`src/rtl/cellrv32_io_gateway.sv`:
```
// cellrv32_io_gateway: single-outstanding bridge from the CPU data bus to the IO device window.
// Bus timeout terminates accesses that no device answers.
module cellrv32_io_gateway #(
    parameter logic [31:0] IO_BASE     = 32'hFFFFFE00,
    parameter int          IO_SIZE     = 512,
    parameter int          TIMEOUT_CYC = 255
) (
    input  logic        clk_i,
    input  logic        rstn_i,
    input  logic [31:0] host_addr_i,
    input  logic        host_rden_i,
    input  logic        host_wren_i,
    input  logic [3:0]  host_ben_i,
    input  logic [31:0] host_data_i,
    output logic [31:0] host_data_o,
    output logic        host_ack_o,
    output logic        host_err_o,
    output logic [31:0] io_addr_o,
    output logic        io_rden_o,
    output logic        io_wren_o,
    output logic [3:0]  io_ben_o,
    output logic [31:0] io_data_o,
    input  logic [31:0] io_data_i,
    input  logic        io_ack_i,
    input  logic        io_err_i,
    output logic        busy_o,
    output logic        timeout_o
);
    localparam int AW = $clog2(IO_SIZE);
    localparam int CW = $clog2(TIMEOUT_CYC + 1);

    typedef enum logic {IDLE, BUSY} state_t;

    state_t        state, state_nxt;
    logic [CW-1:0] cnt, cnt_nxt;
    logic          is_wr, is_wr_nxt;
    logic [31:0]   addr_nxt, wdata_nxt, rdata_nxt;
    logic [3:0]    ben_nxt;
    logic          rden_nxt, wren_nxt, ack_nxt, err_nxt, tmo_nxt;
    logic          req;

    assign req    = (host_rden_i | host_wren_i) && (host_addr_i[31:AW] == IO_BASE[31:AW]);
    assign busy_o = (state == BUSY);

    always_comb begin
        state_nxt = state;
        cnt_nxt   = cnt;
        is_wr_nxt = is_wr;
        addr_nxt  = io_addr_o;
        ben_nxt   = io_ben_o;
        wdata_nxt = io_data_o;
        rdata_nxt = '0;
        rden_nxt  = 1'b0;
        wren_nxt  = 1'b0;
        ack_nxt   = 1'b0;
        err_nxt   = 1'b0;
        tmo_nxt   = 1'b0;
        if (state == IDLE) begin
            if (req) begin
                // a simultaneous read+write strobe is issued as a write
                state_nxt = BUSY;
                cnt_nxt   = '0;
                is_wr_nxt = host_wren_i;
                addr_nxt  = host_addr_i;
                ben_nxt   = host_ben_i;
                wdata_nxt = host_data_i;
                wren_nxt  = host_wren_i;
                rden_nxt  = ~host_wren_i;
            end
        end else if (io_err_i) begin
            state_nxt = IDLE;
            err_nxt   = 1'b1;
        end else if (io_ack_i) begin
            state_nxt = IDLE;
            ack_nxt   = 1'b1;
            rdata_nxt = is_wr ? '0 : io_data_i;
        end else if (cnt == CW'(TIMEOUT_CYC - 1)) begin
            state_nxt = IDLE;
            err_nxt   = 1'b1;
            tmo_nxt   = 1'b1;
        end else begin
            cnt_nxt = cnt + CW'(1);
        end
    end

    always_ff @(posedge clk_i or negedge rstn_i) begin
        if (!rstn_i) begin
            state       <= IDLE;
            cnt         <= '0;
            is_wr       <= 1'b0;
            io_addr_o   <= '0;
            io_ben_o    <= '0;
            io_data_o   <= '0;
            io_rden_o   <= 1'b0;
            io_wren_o   <= 1'b0;
            host_data_o <= '0;
            host_ack_o  <= 1'b0;
            host_err_o  <= 1'b0;
            timeout_o   <= 1'b0;
        end else begin
            state       <= state_nxt;
            cnt         <= cnt_nxt;
            is_wr       <= is_wr_nxt;
            io_addr_o   <= addr_nxt;
            io_ben_o    <= ben_nxt;
            io_data_o   <= wdata_nxt;
            io_rden_o   <= rden_nxt;
            io_wren_o   <= wren_nxt;
            host_data_o <= rdata_nxt;
            host_ack_o  <= ack_nxt;
            host_err_o  <= err_nxt;
            timeout_o   <= tmo_nxt;
        end
    end
endmodule

```
`config.mk`:
```
export PLATFORM = sky130hd
export DESIGN_NAME = cellrv32_io_gateway
export DESIGN_NICKNAME = d
export VERILOG_FILES = /design/src/rtl/cellrv32_io_gateway.sv
export SDC_FILE = /design/constraint.sdc
export NUM_CORES = 1
export LEC_CHECK = 0
export BUFFER_PORTS_ARGS = -buffer_cell sky130_fd_sc_hd__buf_2
export CORE_MARGIN = 2
export CORE_UTILIZATION = 35
export DETAILED_ROUTE_END_ITERATION = 16
export GPL_TIMING_DRIVEN = 0
export PLACE_DENSITY = 0.62
export SLEW_MARGIN = 0
export SYNTH_ARGS = -nofsm -noshare
export SYNTH_HDL_FRONTEND = slang
export SYNTH_SLANG_ARGS = --single-unit
```
`constraint.sdc`:
```
create_clock -name clk_i -period 2.3 [get_ports clk_i]
set_clock_uncertainty 0.05 [all_clocks]
set_input_delay 0.46 -clock clk_i [delete_from_list [all_inputs] [get_ports clk_i]]
set_output_delay 0.46 -clock clk_i [all_outputs]
set_load 0.1 [all_outputs]
```
==> results_dict.tcl <==
set metrics [dict create \
    core_area_um2 12500 \
    hold_viol 0 \
    antenna_found_initial 0 \
    crit_path_max_fanout 10 \
    async_reset_ff_share_pct 100 \
    htree_levels 4 \
    total_power_mw 4.77 \
    ys_types 37 \
    die_w_um 116 \
    syn-cell-area_um2 4430 \
    clk_pin_slew_ns 0.05 \
    clkLatencyLatePin_ns 0.40 \
    fin_nets 640 \
    power.internal_mw 3.87 \
    cp_slowest_cell "dfrtp_1" \
    multi_input_area_um2 1420 \
    gp_congestion 0.809 \
    register_area_um2 2880 \
    final_common_cell "buf_2" \
    hp-class "in2async" \
    place_area_um2 5750 \
    cts_made_buffers 17 \
    slew_viol_final 0 \
    numPortBuffers 211 \
    vdd_drop_max_uv 438 \
    utilization_pct 50.9 \
    period_share_pct 85.7 \
    yosysSeqAreaShare_pct 65.0 \
    drt_wl_total_um 9810 \
    drc 0 \
    post-cts-setup-buffers 0 \
    dp_cells 685 \
    p_per_area_nw_per_um2 751 \
    fin_area_um2 6350 \
    worstSetupPathType "reg2reg" \
    cp-end-kind "register" \
    cts-resized-gates 0 \
    num_rows 41 \
    hpwl_um 6910 \
    critical_path.max_stage_delay_ns 0.43 \
    detail_route.iter0.violations 122 \
    crit_top_cell "buf_6" \
    hold_buffers 0 \
    clockBufferDepth 2 \
    rr_worst_depth 6 \
    first_pass_iters 4 \
    setup_ws_ns 0.328 \
    rsz0062_at_grt "no" \
    worstPathArrival_ns 2.20 \
    yosysWarnings 0 \
    cts_num_sinks 115 \
    fmax_mhz 507 \
    initial_core_util_pct 35.5 \
    worst_slew_pin_slew_ns 0.631 \
    pwr-share-comb_pct 2.9 \
    most-common-layout-cells "210 x buf_2, 115 x dfrtp_1, 40 x mux2_4, 34 x and2_1, 23 x nand2b_1" \
    grt_pass1_wl_um 14600 \
    track_usage_pct 14.4 \
    critPathLaunchType "register" \
    syn2layout_area_growth_pct 43.4 \
    ctsRootBufferMaster "clkbuf_16" \
    ys_ff_latch 115 \
    fin_cells 717 \
    synth-edff-count 0 \
    synth_fp_nets 408 \
    drv_cap 0 \
    path_cells "nand4b_1 > nor3_2 > and2_1 > buf_6 > buf_6 > mux2_1" \
    fill_cells 1107 \
    slew_headroom_pct 57.6 \
    drive_above_1_share_pct 53.6 \
    grt_overflow 0 \
    status "finished clean" \
    num_vias 3158 \
    p_leak_nw 3.63 \
    die_h_um 116 \
    setup_viol 0 \
    synthFlopType "dfrtp_1" \
    wl_per_cell_um 13.7 \
    post-route-min-period_ns 1.97 \
    p_seq_share_pct 42.5 \
    p_sw_mw 0.902 \
    power_switching_share_pct 18.9 \
    post-place-ws_ns 0.0657 \
    num_antenna_cells 0 \
    clock_power_share_pct 54.6 \
    grt_pass1_vias 3137 \
    avgSynthCellArea_um2 14.8 \
    dieArea_um2 13600 \
    critPathRequiredTime_ns 2.53 \
    grt_max_degree 74 \
    io-pin-count 212 \
    viasPerCell 4.40 \
    synthCells 300 \
    antenna_left 0 \
    tritoncts "done" \
]
[per-layer routing]
metal	vias up	global-route usage, %	part of all wire, %
met5	-	0	0
met1	1515	17.0	41
li1	1486	-	-
met3	12	6.38	8.6
met2	145	22.8	49
met4	0	6.90	1.3
[flip-flops by register name, summed over array words and instances (netlist names), 4 cells and up]
signal,count
io_ben_o,4
io_addr_o,32
host_data_o,32
cnt,8
io_data_o,32
[cells by family after synthesis]
logic type,share of synthesized area (%)
DFF,65.0
and+or+nand+nor,13.3
muxes,14.8
AOI/OAI and AO/OA,3.22
buffers and inverters,3.11
adders and majority gates,0.565
[cell usage after synthesis, types with 3 or more instances]
cell type  count  area, um^2
dfrtp_1      115        2880
mux2_4        40         601
nand4_1        7        43.8
o22ai_1        3        18.8
and2_1        34         213
mux2_1         4        45.0
buf_12         4        80.1
nand2b_1      23         144
clkbuf_1       4        15.0
nor2_1         5        18.8
a21oi_1        6        30.0
nand2_1       14        52.6
o21ai_0        7        35.0
[power groups by stage]
| stage | sequential (mW) | clock [mW] | combinational (mW) |
|---|---|---|---|
| finish | 2.03 | 2.60 | 0.138 |
| global route | 2.02 | 2.77 | 0.157 |
| CTS | 2.03 | 2.69 | 0.143 |
| detailed placement | 2.06 | 0 | 0.142 |
| global placement | 2.06 | 0 | 0.128 |
| floorplan | 2.06 | 0 | 0.00462 |
[metrics by stage]
stage | TNS, ns | hold slack (ns)
floorplan | 0 | 0.114
global placement | -69.89 | 0.395
detailed placement | 0 | 0.397
CTS | 0 | 0.00630
global route | 0 | 0.0128
finish | 0 | 0.00847
[path summary, 6_finish.rpt]
kind	start	endpoint	slack (ns)
max	busy_o	io_addr_o[7]	0.33
max reg2reg	busy_o	io_addr_o[7]	0.33
max in group asynchronous	rstn_i	io_data_o[7]	1.65
min reg2reg	io_addr_o[16]	io_addr_o[16]	0.41
min	rstn_i	io_ben_o[0]	0.008
min in group clk_i	io_data_i[22]	host_data_o[22]	0.21
[worst max-delay path: cells and delay by family (launching register included)]
| kind | cells | cell delay, ns |
|---|---|---|
| multiplexers | 1 | 0.33 |
| buffers and inverters | 2 | 0.33 |
| AND/OR/NAND/NOR | 3 | 0.70 |
| flip-flops | 1 | 0.43 |
[cell type report]
cell class,count,area share (%)
repair buffers,213,17.4
multi-input cells,171,22.3
flip-flops and latches,115,45.3
clock buffers,29,8.35
plain buffers,12,2.05
well taps,172,3.39
inverters,2,0.118
clock inverters,3,1.02
Note: power is estimated with default switching activity, not from simulation.
